**src/rtl/prefetch_queue_if.sv**
```systemverilog
// Prefetch queue bundle: redirect request, instruction-memory request/response
// and decode-side instruction handshake. The master modport is the prefetch
// queue's view; the slave modport is the surrounding core/memory view.
// The misalign_err signal exists only when PREFETCH_MISALIGN_CHK_EN is defined.
interface prefetch_queue_if #(
  parameter int XLEN = 32
);
  logic            redirect_valid;
  logic [XLEN-1:0] redirect_pc;
  logic            imem_req;
  logic [XLEN-1:0] imem_addr;
  logic            imem_gnt;
  logic            imem_rvalid;
  logic [31:0]     imem_rdata;
  logic            inst_valid;
  logic [31:0]     inst_data;
  logic [XLEN-1:0] inst_pc;
  logic            inst_ready;
`ifdef PREFETCH_MISALIGN_CHK_EN
  logic            misalign_err;
`endif

  modport master (
`ifdef PREFETCH_MISALIGN_CHK_EN
    output misalign_err,
`endif
    input  redirect_valid,
    input  redirect_pc,
    output imem_req,
    output imem_addr,
    input  imem_gnt,
    input  imem_rvalid,
    input  imem_rdata,
    output inst_valid,
    output inst_data,
    output inst_pc,
    input  inst_ready
  );

  modport slave (
`ifdef PREFETCH_MISALIGN_CHK_EN
    input  misalign_err,
`endif
    output redirect_valid,
    output redirect_pc,
    input  imem_req,
    input  imem_addr,
    output imem_gnt,
    output imem_rvalid,
    output imem_rdata,
    input  inst_valid,
    input  inst_data,
    input  inst_pc,
    output inst_ready
  );
endinterface

```
**src/rtl/prefetch_queue.sv**
```systemverilog
// Instruction prefetch queue.
// Issues sequential fetch requests while queue occupancy plus in-flight
// requests leave room, tracks the PC of every in-flight request in an
// in-order PC FIFO, buffers returned words with their PCs, and presents the
// head to decode through registered outputs. A redirect flushes the queue,
// retargets fetch and marks every in-flight response for discard.
// Optional feature macro: PREFETCH_MISALIGN_CHK_EN -- adds misalign_err and
// turns a redirect to a non-word-aligned PC into a flush-only event. Without
// it the low two bits of the redirect target are forced to zero.
module prefetch_queue #(
  parameter int              XLEN     = 32,
  parameter int              DEPTH    = 4,
  parameter logic [XLEN-1:0] RESET_PC = XLEN'(32'h0000_0000)
) (
  input  logic             clk,
  input  logic             reset_n,
  prefetch_queue_if.master bus
);

  localparam int AW = (DEPTH > 1) ? $clog2(DEPTH) : 1;
  localparam int CW = AW + 1;
  localparam logic [CW:0]   DEPTH_EXT = (CW+1)'(DEPTH);
  localparam logic [CW-1:0] DEPTH_CW  = CW'(DEPTH);
  localparam logic [CW-1:0] CNT_ZERO  = {CW{1'b0}};
  localparam logic [CW-1:0] CNT_ONE   = {{(CW-1){1'b0}}, 1'b1};
  localparam logic [AW-1:0] PTR_ONE   = {{(AW-1){1'b0}}, 1'b1};
  localparam logic [XLEN-1:0] PC_STEP = XLEN'(32'h0000_0004);
  localparam logic [XLEN-1:0] PC_ZERO = {XLEN{1'b0}};
  localparam logic [XLEN-1:0] PC_ALIGN_MASK = {{(XLEN-2){1'b1}}, 2'b00};

  // Fetch side state
  logic [XLEN-1:0] fetch_pc_r;
  logic [XLEN-1:0] fetch_pc_next_s;
  logic            started_r;

  // In-flight bookkeeping
  logic [CW-1:0]   out_cnt_r;
  logic [CW-1:0]   out_cnt_next_s;
  logic [CW-1:0]   disc_cnt_r;
  logic [CW-1:0]   disc_cnt_next_s;
  logic [XLEN-1:0] pcf_mem_r [DEPTH];
  logic [AW-1:0]   pcf_wr_r;
  logic [AW-1:0]   pcf_rd_r;

  // Instruction queue
  logic [31:0]     q_data_r [DEPTH];
  logic [XLEN-1:0] q_pc_r   [DEPTH];
  logic [AW-1:0]   q_head_r;
  logic [AW-1:0]   q_tail_r;
  logic [AW-1:0]   q_head_next_s;
  logic [CW-1:0]   q_cnt_r;
  logic [CW-1:0]   q_cnt_after_pop_s;
  logic [CW-1:0]   q_cnt_next_s;

  // Registered decode-side outputs
  logic            inst_valid_r;
  logic [31:0]     inst_data_r;
  logic [XLEN-1:0] inst_pc_r;
  logic            inst_valid_next_s;
  logic [31:0]     inst_data_next_s;
  logic [XLEN-1:0] inst_pc_next_s;

  // Per-cycle events
  logic [CW:0]     credit_sum_s;
  logic            credit_ok_s;
  logic            req_s;
  logic            grant_s;
  logic            resp_s;
  logic            drop_s;
  logic            push_s;
  logic            pop_s;
  logic            flush_s;
  logic            move_pc_s;
  logic [XLEN-1:0] redirect_target_s;
  logic [XLEN-1:0] resp_pc_s;

`ifdef PREFETCH_MISALIGN_CHK_EN
  logic            misalign_s;
  logic            misalign_err_r;

  // Redirect decode: a misaligned target flushes but leaves fetch PC alone.
  always_comb begin
    flush_s           = bus.redirect_valid;
    misalign_s        = bus.redirect_valid && (bus.redirect_pc[1:0] != 2'b00);
    move_pc_s         = bus.redirect_valid && !misalign_s;
    redirect_target_s = bus.redirect_pc;
  end
`else
  // Redirect decode: target is always forced onto a word boundary.
  always_comb begin
    flush_s           = bus.redirect_valid;
    move_pc_s         = bus.redirect_valid;
    redirect_target_s = bus.redirect_pc & PC_ALIGN_MASK;
  end
`endif

  // Request/response events; a redirect blocks requests and pops in its cycle.
  always_comb begin
    credit_sum_s = {1'b0, q_cnt_r} + {1'b0, out_cnt_r};
    credit_ok_s  = (credit_sum_s < DEPTH_EXT);
    req_s        = started_r && credit_ok_s && !flush_s;
    grant_s      = req_s && bus.imem_gnt;
    resp_s       = bus.imem_rvalid && (out_cnt_r != CNT_ZERO);
    drop_s       = resp_s && ((disc_cnt_r != CNT_ZERO) || flush_s);
    pop_s        = inst_valid_r && bus.inst_ready && !flush_s;
    push_s       = resp_s && !drop_s && ((q_cnt_r != DEPTH_CW) || pop_s);
    resp_pc_s    = pcf_mem_r[pcf_rd_r];
  end

  // Next fetch PC: redirect first, then advance on grant.
  always_comb begin
    fetch_pc_next_s = fetch_pc_r;
    if (move_pc_s) begin
      fetch_pc_next_s = redirect_target_s;
    end else if (grant_s) begin
      fetch_pc_next_s = fetch_pc_r + PC_STEP;
    end else begin
      fetch_pc_next_s = fetch_pc_r;
    end
  end

  // Outstanding and discard counters; a redirect marks all in-flight for discard.
  always_comb begin
    out_cnt_next_s  = out_cnt_r;
    disc_cnt_next_s = disc_cnt_r;
    if (grant_s && !resp_s) begin
      out_cnt_next_s = out_cnt_r + CNT_ONE;
    end else if (!grant_s && resp_s) begin
      out_cnt_next_s = out_cnt_r - CNT_ONE;
    end else begin
      out_cnt_next_s = out_cnt_r;
    end
    if (flush_s) begin
      disc_cnt_next_s = out_cnt_next_s;
    end else if (resp_s && (disc_cnt_r != CNT_ZERO)) begin
      disc_cnt_next_s = disc_cnt_r - CNT_ONE;
    end else begin
      disc_cnt_next_s = disc_cnt_r;
    end
  end

  // Queue occupancy and head movement.
  always_comb begin
    q_cnt_after_pop_s = pop_s ? (q_cnt_r - CNT_ONE) : q_cnt_r;
    q_head_next_s     = q_head_r;
    q_cnt_next_s      = q_cnt_r;
    if (flush_s) begin
      q_head_next_s = q_tail_r;
      q_cnt_next_s  = CNT_ZERO;
    end else begin
      q_head_next_s = pop_s ? (q_head_r + PTR_ONE) : q_head_r;
      q_cnt_next_s  = push_s ? (q_cnt_after_pop_s + CNT_ONE) : q_cnt_after_pop_s;
    end
  end

  // Next head view; a word written into an otherwise empty queue becomes the head.
  always_comb begin
    inst_valid_next_s = 1'b0;
    inst_data_next_s  = 32'h0000_0000;
    inst_pc_next_s    = PC_ZERO;
    if (flush_s) begin
      inst_valid_next_s = 1'b0;
    end else if (q_cnt_after_pop_s != CNT_ZERO) begin
      inst_valid_next_s = 1'b1;
      inst_data_next_s  = q_data_r[q_head_next_s];
      inst_pc_next_s    = q_pc_r[q_head_next_s];
    end else if (push_s) begin
      inst_valid_next_s = 1'b1;
      inst_data_next_s  = bus.imem_rdata;
      inst_pc_next_s    = resp_pc_s;
    end else begin
      inst_valid_next_s = 1'b0;
    end
  end

  // Fetch PC register and the one-cycle post-reset request hold-off.
  always_ff @(posedge clk or negedge reset_n) begin
    if (!reset_n) begin
      fetch_pc_r <= RESET_PC;
      started_r  <= 1'b0;
    end else begin
      fetch_pc_r <= fetch_pc_next_s;
      started_r  <= 1'b1;
    end
  end

  // Outstanding/discard counters and PC FIFO pointers.
  always_ff @(posedge clk or negedge reset_n) begin
    if (!reset_n) begin
      out_cnt_r  <= CNT_ZERO;
      disc_cnt_r <= CNT_ZERO;
      pcf_wr_r   <= {AW{1'b0}};
      pcf_rd_r   <= {AW{1'b0}};
    end else begin
      out_cnt_r  <= out_cnt_next_s;
      disc_cnt_r <= disc_cnt_next_s;
      if (grant_s) begin
        pcf_wr_r <= pcf_wr_r + PTR_ONE;
      end
      if (resp_s) begin
        pcf_rd_r <= pcf_rd_r + PTR_ONE;
      end
    end
  end

  // PC FIFO storage: remember the address of every granted request.
  always_ff @(posedge clk) begin
    if (grant_s) begin
      pcf_mem_r[pcf_wr_r] <= fetch_pc_r;
    end
  end

  // Queue pointers and occupancy.
  always_ff @(posedge clk or negedge reset_n) begin
    if (!reset_n) begin
      q_head_r <= {AW{1'b0}};
      q_tail_r <= {AW{1'b0}};
      q_cnt_r  <= CNT_ZERO;
    end else begin
      q_head_r <= q_head_next_s;
      q_cnt_r  <= q_cnt_next_s;
      if (push_s) begin
        q_tail_r <= q_tail_r + PTR_ONE;
      end
    end
  end

  // Queue storage: write accepted responses at the tail with their PC.
  always_ff @(posedge clk) begin
    if (push_s) begin
      q_data_r[q_tail_r] <= bus.imem_rdata;
      q_pc_r[q_tail_r]   <= resp_pc_s;
    end
  end

  // Registered head outputs toward decode.
  always_ff @(posedge clk or negedge reset_n) begin
    if (!reset_n) begin
      inst_valid_r <= 1'b0;
      inst_data_r  <= 32'h0000_0000;
      inst_pc_r    <= PC_ZERO;
    end else begin
      inst_valid_r <= inst_valid_next_s;
      inst_data_r  <= inst_data_next_s;
      inst_pc_r    <= inst_pc_next_s;
    end
  end

`ifdef PREFETCH_MISALIGN_CHK_EN
  // One-cycle error pulse following a misaligned redirect.
  always_ff @(posedge clk or negedge reset_n) begin
    if (!reset_n) begin
      misalign_err_r <= 1'b0;
    end else begin
      misalign_err_r <= misalign_s;
    end
  end

  assign bus.misalign_err = misalign_err_r;
`endif

  assign bus.imem_req   = req_s;
  assign bus.imem_addr  = fetch_pc_r;
  assign bus.inst_valid = inst_valid_r;
  assign bus.inst_data  = inst_data_r;
  assign bus.inst_pc    = inst_pc_r;

endmodule

```
**src/flat_wrapper.sv**
```systemverilog
// flat-port wrapper written by rule: the top's interface ports become plain ports
module prefetch_queue_flat 
#(
  parameter int              XLEN     = 32,
  parameter int              DEPTH    = 4,
  parameter logic [XLEN-1:0] RESET_PC = XLEN'(32'h0000_0000)
)
  (clk, reset_n, bus_redirect_valid, bus_redirect_pc, bus_imem_req, bus_imem_addr, bus_imem_gnt, bus_imem_rvalid, bus_imem_rdata, bus_inst_valid, bus_inst_data, bus_inst_pc, bus_inst_ready);
  prefetch_queue_if #(.XLEN(XLEN)) bus_i ();
  input  logic clk;
  input  logic reset_n;
  input wire logic [$bits(bus_i.redirect_valid)-1:0] bus_redirect_valid;
  input wire logic [$bits(bus_i.redirect_pc)-1:0] bus_redirect_pc;
  output wire logic [$bits(bus_i.imem_req)-1:0] bus_imem_req;
  output wire logic [$bits(bus_i.imem_addr)-1:0] bus_imem_addr;
  input wire logic [$bits(bus_i.imem_gnt)-1:0] bus_imem_gnt;
  input wire logic [$bits(bus_i.imem_rvalid)-1:0] bus_imem_rvalid;
  input wire logic [$bits(bus_i.imem_rdata)-1:0] bus_imem_rdata;
  output wire logic [$bits(bus_i.inst_valid)-1:0] bus_inst_valid;
  output wire logic [$bits(bus_i.inst_data)-1:0] bus_inst_data;
  output wire logic [$bits(bus_i.inst_pc)-1:0] bus_inst_pc;
  input wire logic [$bits(bus_i.inst_ready)-1:0] bus_inst_ready;
  assign bus_i.redirect_valid = bus_redirect_valid;
  assign bus_i.redirect_pc = bus_redirect_pc;
  assign bus_imem_req = bus_i.imem_req;
  assign bus_imem_addr = bus_i.imem_addr;
  assign bus_i.imem_gnt = bus_imem_gnt;
  assign bus_i.imem_rvalid = bus_imem_rvalid;
  assign bus_i.imem_rdata = bus_imem_rdata;
  assign bus_inst_valid = bus_i.inst_valid;
  assign bus_inst_data = bus_i.inst_data;
  assign bus_inst_pc = bus_i.inst_pc;
  assign bus_i.inst_ready = bus_inst_ready;
  prefetch_queue #(.XLEN(XLEN), .DEPTH(DEPTH), .RESET_PC(RESET_PC)) u_core (.clk(clk), .reset_n(reset_n), .bus(bus_i));
endmodule
```
**config.mk**
```make
export PLATFORM = sky130hd
export DESIGN_NAME = prefetch_queue_flat
export DESIGN_NICKNAME = d
export VERILOG_FILES = /design/src/rtl/prefetch_queue_if.sv /design/src/rtl/prefetch_queue.sv /design/src/flat_wrapper.sv
export SDC_FILE = /design/constraint.sdc
export NUM_CORES = 1
export LEC_CHECK = 0
export ABC_AREA = 1
export BUFFER_PORTS_ARGS = -buffer_cell sky130_fd_sc_hd__buf_2
export CAP_MARGIN = 30
export CORE_MARGIN = 3
export CORE_UTILIZATION = 47
export CTS_CLUSTER_SIZE = 30
export DETAILED_ROUTE_END_ITERATION = 8
export GPL_ROUTABILITY_DRIVEN = 0
export PLACE_DENSITY = 0.67
export SLEW_MARGIN = 20
export SYNTH_ARGS = -nofsm -noshare
export SYNTH_HDL_FRONTEND = slang
export SYNTH_SLANG_ARGS = --single-unit
```
**constraint.sdc**
```tcl
create_clock -name clk -period 4.8 [get_ports clk]
set_clock_uncertainty 0.1 [all_clocks]
set_input_delay 0.96 -clock clk [delete_from_list [all_inputs] [get_ports clk]]
set_output_delay 0.96 -clock clk [all_outputs]
set_load 0.03 [all_outputs]
```
Yosys cells after proc, flatten, opt, wreduce, memory -nomap -nowiden
Memories as Yosys holds them, arrays and structs flattened.
Cells that the tools add are included.
Word-level totals
  logic and storage cells: 74
  register bits after elaboration: 115
  bits in latches: 0
  memories: 3
  input bits: 70
  bits in read-only memories: 0
  bits in writable memories: 384
Memory list
  u_core.pcf_mem_r: depth 4, width 32, rd ports 1, clocked after memory_dff 0, write ports 1, RTL line prefetch_queue.sv:41  | logic [XLEN-1:0] pcf_mem_r [DEPTH];
  u_core.q_data_r: depth 4, width 32, rd ports 1, clocked after memory_dff 0, write ports 1, RTL line prefetch_queue.sv:46  | logic [31:0] q_data_r [DEPTH];
  u_core.q_pc_r: depth 4, width 32, rd ports 1, clocked after memory_dff 0, write ports 1, RTL line prefetch_queue.sv:47  | logic [XLEN-1:0] q_pc_r [DEPTH];
Operators by class
  shifts and indexed selects: 0
  multipliers: 0
  add/subtract/negate cells: 11
  bitwise logic cells: 0
  multiplexer cells: 23
  order comparisons: 1
  div/mod/pow operators: 0
  equality and inequality tests: 1
  reduce and logical (&&, ||, !) cells: 23
Operators by type and width (count)
  $mux 32: 8
  $add 32x3->32 const B: 1
  $mux 3: 7
  $logic_and 1x1->1: 12
  $reduce_bool 3->1: 3
  $sub 3x1->3 const B: 3
  $add 2x1->2 const B: 4
  $add 3x1->3 const B: 2
  $mux 1: 6
  $add 3x3->4: 1
  $logic_not 1->1: 4
  $lt 4x3->1 const B: 1
  $mux 2: 2
  $reduce_bool 2->1: 2
  $ne 3x3->1 const B: 1
  $logic_or 1x1->1: 2

Depth between registers and ports, before layout
Gate-level depths: netlist (run 1).
  depth in word-level cells: 10
  gate-level depth with buffers: 13
  depth with buffers taken out: 13

Worst setup path after synthesis (run 1)
OpenSTA, ideal clock, no wires.
  path kind: input port to flip-flop
  start point: input bus_redirect_valid
  end point: memory u_core.q_data_r[0][0], enable pin
  slack: 53 ps
  stages: 5
  library setup time: 482 ps
  path buffers: 2
  arrival time: 4165 ps
  path through: buf_2 -> nor3_1 -> nand2_1 -> buf_2 -> nor2_1
On the way
  cells in the longest elaborated chain, start to end: 7
  elaborated cells on any way between the ends: 10
  those cells by class: mux: 2; reduce/logical: 8
Ends and longest elaborated chain
  start, declared: RTL line flat_wrapper.sv:12  | input wire logic [$bits(bus_i.redirect_valid)-1:0] bus_redirect_valid;
  $logic_or 1x1->1: RTL line prefetch_queue.sv:104  | drop_s = resp_s && ((disc_cnt_r != CNT_ZERO) || flush_s);
  $logic_and 1x1->1: RTL line prefetch_queue.sv:104
  $logic_not 1->1: RTL line prefetch_queue.sv:106  | push_s = resp_s && !drop_s && ((q_cnt_r != DEPTH_CW) || pop_s);
  $logic_and 1x1->1: RTL line prefetch_queue.sv:106
  $logic_and 1x1->1 *: RTL line prefetch_queue.sv:106
  $mux 1 *: RTL line prefetch_queue.sv:230  | if (push_s) begin
  $mux 1 (implied by the code) *: RTL line prefetch_queue.sv:231  | q_data_r[q_tail_r] <= bus.imem_rdata;
  end, declared: RTL line prefetch_queue.sv:46
Mark *: on every way between the ends. The rest lies on a longest branch, timed or not.

Worst setup path after layout (run 1)
  start point: input bus_redirect_valid
  end point: output bus_imem_req
On the way
  cells in the longest elaborated chain, start to end: 2
Ends and longest elaborated chain
  $logic_not 1->1: RTL line prefetch_queue.sv:101  | req_s = started_r && credit_ok_s && !flush_s;
  $logic_and 1x1->1: RTL line prefetch_queue.sv:101
  end, declared: RTL line flat_wrapper.sv:14  | output wire logic [$bits(bus_i.imem_req)-1:0] bus_imem_req;
Every way passes these cells.

==> reports/metrics.yaml, run 1 <==
clk_path_buf_depth: 3
timing.max_slew.rel_slack: 0.3959
io-pin-count: 168
die_y_um: 217.9
ys_warn_count: 0
clkTransAtPathRegs_ns: 0.06
cts-htree-levels: 2
dp_hpwl_um: 28490
grt_use_total: 0.2104
drt_wl_total_um: 49620
postLayoutCellArea_mm2: 0.02429
cts_tree: "built"
grt_max_degree: 104
endpoint_kind: "output pin"
arrival_ns: 1.97
drive_gt1_frac: 0.1306
antenna-diode-count: 0
drv_slew: 0
drt_iter0_markers: 1134
dp_cells: 2773
path_class: "input port to output pin"
die_w_um: 217.9
fillers: 3816
placed_area_mm2: 0.02256
powerDensity_mw_per_mm2: 567.2
netlist_area_mm2: 0.02111
stdcell_count: 2866
wire_per_inst_um: 17.31
ys_ff_latch: 480
cap_violations: 0
power_w: 0.01378
via_per_inst: 5.179
setup.worst_path.start_class: "input port"
peakVddDrop_uv: 332.7
hold_class: "input port to asynchronous set/reset pin"
cts_resized: 0
ys_types: 32
setup_violations: 0
avgSynthCellArea_um2: 10.08
p_leak_nw: 10.89
clkSinkCount: 480
clk-insertion-delay-late_ns: 0.60
num_rows: 77
syn_to_final_growth_pct: 15.09
grt_pass1_vias: 14788
vias: 14844
drtPass1Iterations: 5
hold_buffers: 0
drc: 0
min_period_ns: 3.029
worstMarginPinSlew_ns: 0.9061
post_cts_buffers: 0
seq_area_frac_synth: 0.6564
ant_nets: 0
timing.fmax_mhz: 330.1
run_status: "finished, final reports clean"
clk_root_buffer_cell: "clkbuf_16"
antenna_found_initial: 0
core_mm2: 0.04432
cts_buffers: 50
final.setup.tns_ns: 0
grt-ovfl-total: 0
dieArea_mm2: 0.04748
initial_core_util: 0.4762
fin_nets: 2324
synth_cells: 2094
grt_pass1_wl_um: 78540
crit_fanout: 41
rsz0062_at_grt: "false"
required_ns: 3.74
hold_viol: 0
port_buffers: 163
period_share: 0.6311
-- power by group --
part / internal (W) / switching (W) / total [W]
sequential: 0.00517 / 0.000298 / 0.00547
clock: 0.00240 / 0.00162 / 0.00402
combinational: 0.00118 / 0.00311 / 0.00428
total: 0.00876 / 0.00502 / 0.0138
-- final timing paths --
kind                                 startpoint                        to  slack [ns]  cells after the start
hold reg to reg            u_core.disc_cnt_r[0]      u_core.disc_cnt_r[0]        0.45                      3
min in group clk           u_core.disc_cnt_r[0]      u_core.disc_cnt_r[0]        0.45                      3
hold / removal                          reset_n   u_core.bus.inst_data[6]        0.22                      1
setup reg to reg            u_core.out_cnt_r[0]       u_core.q_pc_r[1][5]        1.96                     10
setup / recovery             bus_redirect_valid              bus_imem_req        1.77                      6
max in group asynchronous               reset_n  u_core.bus.imem_addr[22]        3.38                      2
-- placed cells by master, fill, tap and decap left out, types with 3 or more instances in the layout --
master	n
nand3_1	397
clkbuf_16	51
buf_2	162
nor3_1	6
nand2_1	296
clkinv_1	9
o21bai_1	3
inv_1	363
clkbuf_1	8
conb_1	4
o22ai_1	30
nand2_4	3
a21oi_1	6
bufinv_16	8
buf_4	26
xnor2_1	3
ha_1	20
nand4_1	4
dfrtp_1	112
clkinv_2	11
inv_6	3
o21ai_0	80
nor2_2	7
edfxtp_1	368
buf_12	7
nand2_2	3
nand3b_1	8
o211ai_1	9
xor2_1	16
nor2_4	4
nor2_1	231
-- per-stage QoR --
step	utilization	hold slack [ns]	worst slack, ns
after CTS	0.5478	0.2024	1.752
after floorplan	-	0.4063	0.05298
after global placement	0.5091	0.4321	1.291
after global routing	0.5481	0.2296	1.656
after detailed placement	0.5091	0.4455	1.254
final	0.5481	0.2246	1.771
-- kinds of logic (layout without fill, tap and decap cells) --
kind of cell,count (synthesis),in the layout,share of synthesized area
adders and majority gates,20,20,0.01186
buffers and inverters,478,656,0.08981
DFF,480,480,0.6564
xor gates and xnor gates,20,20,0.008656
AOI/OAI and AO/OA,131,131,0.03450
other,2,4,0.0003558
and+or+nand+nor,963,963,0.1984
-- state kept, by name, indices dropped and copies added (netlist names) --
signal	flops
u_core.bus.imem_addr	30
u_core.bus.inst_data	32
u_core.bus.inst_pc	31
u_core.bus.inst_valid	1
u_core.disc_cnt_r	3
u_core.out_cnt_r	3
u_core.pcf_mem_r	120
u_core.pcf_rd_r	2
u_core.pcf_wr_r	2
u_core.q_cnt_r	3
u_core.q_data_r	128
u_core.q_head_r	2
u_core.q_pc_r	120
u_core.q_tail_r	2
u_core.started_r	1
-- worst max-delay path, cell delays in order --
cell,delay [ns]
buf_2,0.11
buf_4,0.27
nor2_1,0.15
nand2_1,0.07
nor2_2,0.16
buf_2,0.23
-- routing by layer --
metal / vias to the layer above / part of all wire / GRT usage
li1: 7137 / - / -
met1: 7119 / 0.42 / 0.2732
met2: 497 / 0.49 / 0.3570
met3: 91 / 0.061 / 0.02996
met4: 0 / 0.028 / 0.08676
met5: - / 0 / 0
-- cells in the mapped netlist --
cell type,number,share of area
nand2_1,302,0.054
nand3_1,397,0.094
a31oi_1,2,0.00059
buf_4,10,0.0036
clkinv_1,3,0.00053
ha_1,20,0.012
o22ai_1,30,0.0089
buf_2,44,0.010
a211oi_1,1,0.00036
a21oi_1,6,0.0014
xor2_2,1,0.00077
xnor2_1,3,0.0012
inv_1,363,0.065
buf_1,5,0.00089
nand3_2,3,0.0014
conb_1,2,0.00036
clkbuf_1,50,0.0089
nand4_1,4,0.0012
nor2_1,239,0.043
edfxtp_1,368,0.52
o21ai_0,80,0.019
nand3b_1,8,0.0028
nor3_1,6,0.0014
buf_6,1,0.00053
nor2_2,3,0.00089
o211ai_1,9,0.0032
xor2_1,16,0.0066
o21bai_1,3,0.0011
and2_1,1,0.00030
dfrtp_1,112,0.13
clkinv_2,1,0.00024
inv_2,1,0.00018
-- area by class of cell --
type,count,area [um^2],share of cell area
Sequential cell,480,13850,0.5703
Timing Repair Buffer,196,1161,0.04780
Tap cell,592,740.7,0.03049
Clock buffer,60,1320,0.05434
Multi-Input combinational cell,1138,5441,0.2240
Clock inverter,32,391.6,0.01612
Inverter,368,1383,0.05692
Power figures use the tool's default switching activity.
==> inputs of run 2 (changes only) <==
Clock period 4.8 ns to 2.45 ns, I/O delays scaled along.
==> run 2 against run 1 <==
Global-route usage is 0.29 points higher. Sequential power is 96% higher. Highest routed layer is now met5. Total power is 94% higher. Sequential cell count stayed put. Via count is 2.0% higher. Sequential share of layout area is 0.85 points lower.
==> reports/metrics.yaml, run 2 (synthesis gave the netlist of run 1 again) <==
run_status: "finished, final reports clean"
worstMarginPinSlew_ns: 0.7108  # -0.1954 ns
p_seq_frac: 0.399  # +0.002
setup_violations: 0  # unchanged
clk_root_buffer_cell: "clkbuf_16"
rr_startpoint: "u_core.out_cnt_r[0]"
clkTransAtPathRegs_ns: 0.06  # about the same
final_common_cell: "nand3_1"
cap_violations: 0  # unchanged
clkPwrFrac: 0.265  # -0.027
critical_path.startpoint: "u_core.q_cnt_r[2]"
core_mm2: 0.04432  # unchanged
drt_wl_total_um: 50580  # +1.9%
p_comb_frac: 0.336  # +0.025
regToRegSetupSlack_ns: 0.21  # -1.75 ns
final_cell_mix: "397 x nand3_1, 368 x edfxtp_1, 362 x inv_1"
largest_reg_flops: 128  # unchanged
antenna_found_initial: 2  # +2
drv_slew: 0  # unchanged
seqCellArea_mm2: 0.01385  # about the same
fillers: 3709  # -2.8%
final.setup.tns_ns: 0  # unchanged
crit_end: "bus_imem_req"
vias: 15138  # +2.0%
rsz0062_at_grt: "false"
pre_cts_slack_ns: 0.06584  # -1.188 ns
arrival_ns: 1.73  # -0.24 ns
drc: 0  # unchanged
top_regs: "u_core.q_data_r: 128 flops, u_core.pcf_mem_r: 120 flops, u_core.q_pc_r: 120 flops"
via_per_inst: 5.216  # +0.72%
peakVddDrop_uv: 597.0  # +79%
clkSinkCount: 480  # unchanged
grt_use_total: 0.2133  # +0.002872
largest-register: "u_core.q_data_r"
port_buffers: 163  # unchanged
dp_hpwl_um: 30330  # +6.5%
drive_gt1_frac: 0.1395  # +0.008847
num_rows: 77  # unchanged
period_share: 0.9487
setup.worst_path.start_class: "flip-flop"
p_int_w: 0.01691  # +93%
dieArea_mm2: 0.04748  # unchanged
min_period_ns: 2.324
reg2reg_depth: 10  # unchanged
io-pin-count: 168  # unchanged
grt_pass1_wl_um: 80010  # +1.9%
powerDensity_mw_per_mm2: 1085  # +91%
required_ns: 1.86  # -1.88 ns
multi_input_comb_area_mm2: 0.005487  # +0.83%
cts_tree: "built"
clk-insertion-delay-late_ns: 0.58  # -0.02 ns
wire_per_inst_um: 17.43  # +0.66%
cts-htree-levels: 2  # unchanged
hold_path_depth: 3
endpoint_kind: "output pin"
crit_fanout: 3  # -93%
worst_slack_ns: 0.1256  # -1.645 ns
timing.fmax_mhz: 430.2
swShare: 0.3681  # +0.003603
ant_nets: 0  # unchanged
post_cts_buffers: 0  # unchanged
grt_max_degree: 121  # +16%
grt_pass1_vias: 14856  # +0.46%
fin_nets: 2359  # +1.5%
hold_class: "input port to flip-flop"
path_class: "flip-flop to output pin"
switching_power_w: 0.009849  # +96%
syn_to_final_growth_pct: 16.85
grt-ovfl-total: 0  # unchanged
p_leak_nw: 11.04  # +1.4%
die_w_um: 217.9  # unchanged
drtPass1Iterations: 8  # +3
cts_buffers: 50  # unchanged
clk_path_buf_depth: 3  # unchanged
initial_core_util: 0.4762  # unchanged
timing.max_slew.rel_slack: 0.5262  # +0.1303
r2r_end: "u_core.q_pc_r[1][9]"
drt_iter0_markers: 1314  # +16%
die_y_um: 217.9  # unchanged
hold_viol: 0  # unchanged
run 2: cell types whose count changed in the layout (fill, tap and decap cells not counted), moves of 3 or more:
cell / change
clkbuf_1: +12
clkbuf_8: +4
buf_4: +15
buf_12: +20
nor2_2: -5
clkinv_1: +3
nand2_2: +3
nor2_4: +5
bufinv_16: -7
clkinv_2: -6
run 2: area by class of cell:
class | count | area share
antenna | 1 | 0.0001015
clock buffer | 76 | 0.05758
clock inverter | 16 | 0.004109
inverter | 368 | 0.05606
multi-input combinational | 1138 | 0.2225
sequential | 480 | 0.5618
tap | 592 | 0.03003
timing repair buffer | 231 | 0.06788
run 2: what timing repair did:
item                       CTS  global route
hold endpoints to repair    17             0
hold buffers                 2             0
resized for setup            0             4
setup endpoints to repair    0             8
run 2: stage by stage:
step / util / hold WS [ns] / total power (W) / cell area (um^2) / instances
final: 0.5565 / 0.02863 / 0.02676 / 24660 / 2902
after global routing: 0.5565 / 0.01169 / 0.02829 / 24660 / 2902
after CTS: 0.5564 / 0.00001937 / 0.02690 / 24660 / 2901
after detailed placement: 0.5216 / 0.3048 / 0.01979 / 23110 / 2807
after global placement: 0.5216 / 0.2925 / 0.01957 / 23110 / 2807
after floorplan: - / 0.09441 / 0.01670 / 21220 / 2096
run 2: how the worst min path moves through the flow:
stage,end,slack [ns],start
floorplan,u_core.bus.imem_addr[10],0.09,reset_n
global placement,u_core.bus.inst_data[0],0.29,reset_n
detailed placement,u_core.bus.inst_data[0],0.30,reset_n
CTS,u_core.bus.imem_addr[14],0.00002,bus_redirect_pc[14]
global route,u_core.bus.imem_addr[14],0.01,bus_redirect_pc[14]
finish,u_core.bus.imem_addr[14],0.03,bus_redirect_pc[14]
run 2: critical path, cell delays in order, from the launching register on:
cell and delay (ns):
dfrtp_2 0.44, ha_1 0.30, inv_1 0.06, nand2_1 0.08, nor2_4 0.11, buf_4 0.18
run 2: power by group through the flow:
stage | Sequential [W] | Combinational [W] | Clock (W)
finish | 0.0107 | 0.00898 | 0.00710
CTS | 0.0107 | 0.00898 | 0.00723
global placement | 0.0108 | 0.00876 | 0
detailed placement | 0.0108 | 0.00894 | 0
floorplan | 0.0116 | 0.00514 | 0
global route | 0.0108 | 0.00992 | 0.00760
run 2: per-layer routing:
metal  GRT usage  part of all wire  vias up
met5           0           0.00034        -
met4     0.07132             0.025        2
met3     0.03957             0.072      100
met2      0.3572              0.48      577
met1      0.2820              0.42     7257
li1            -                 -     7202
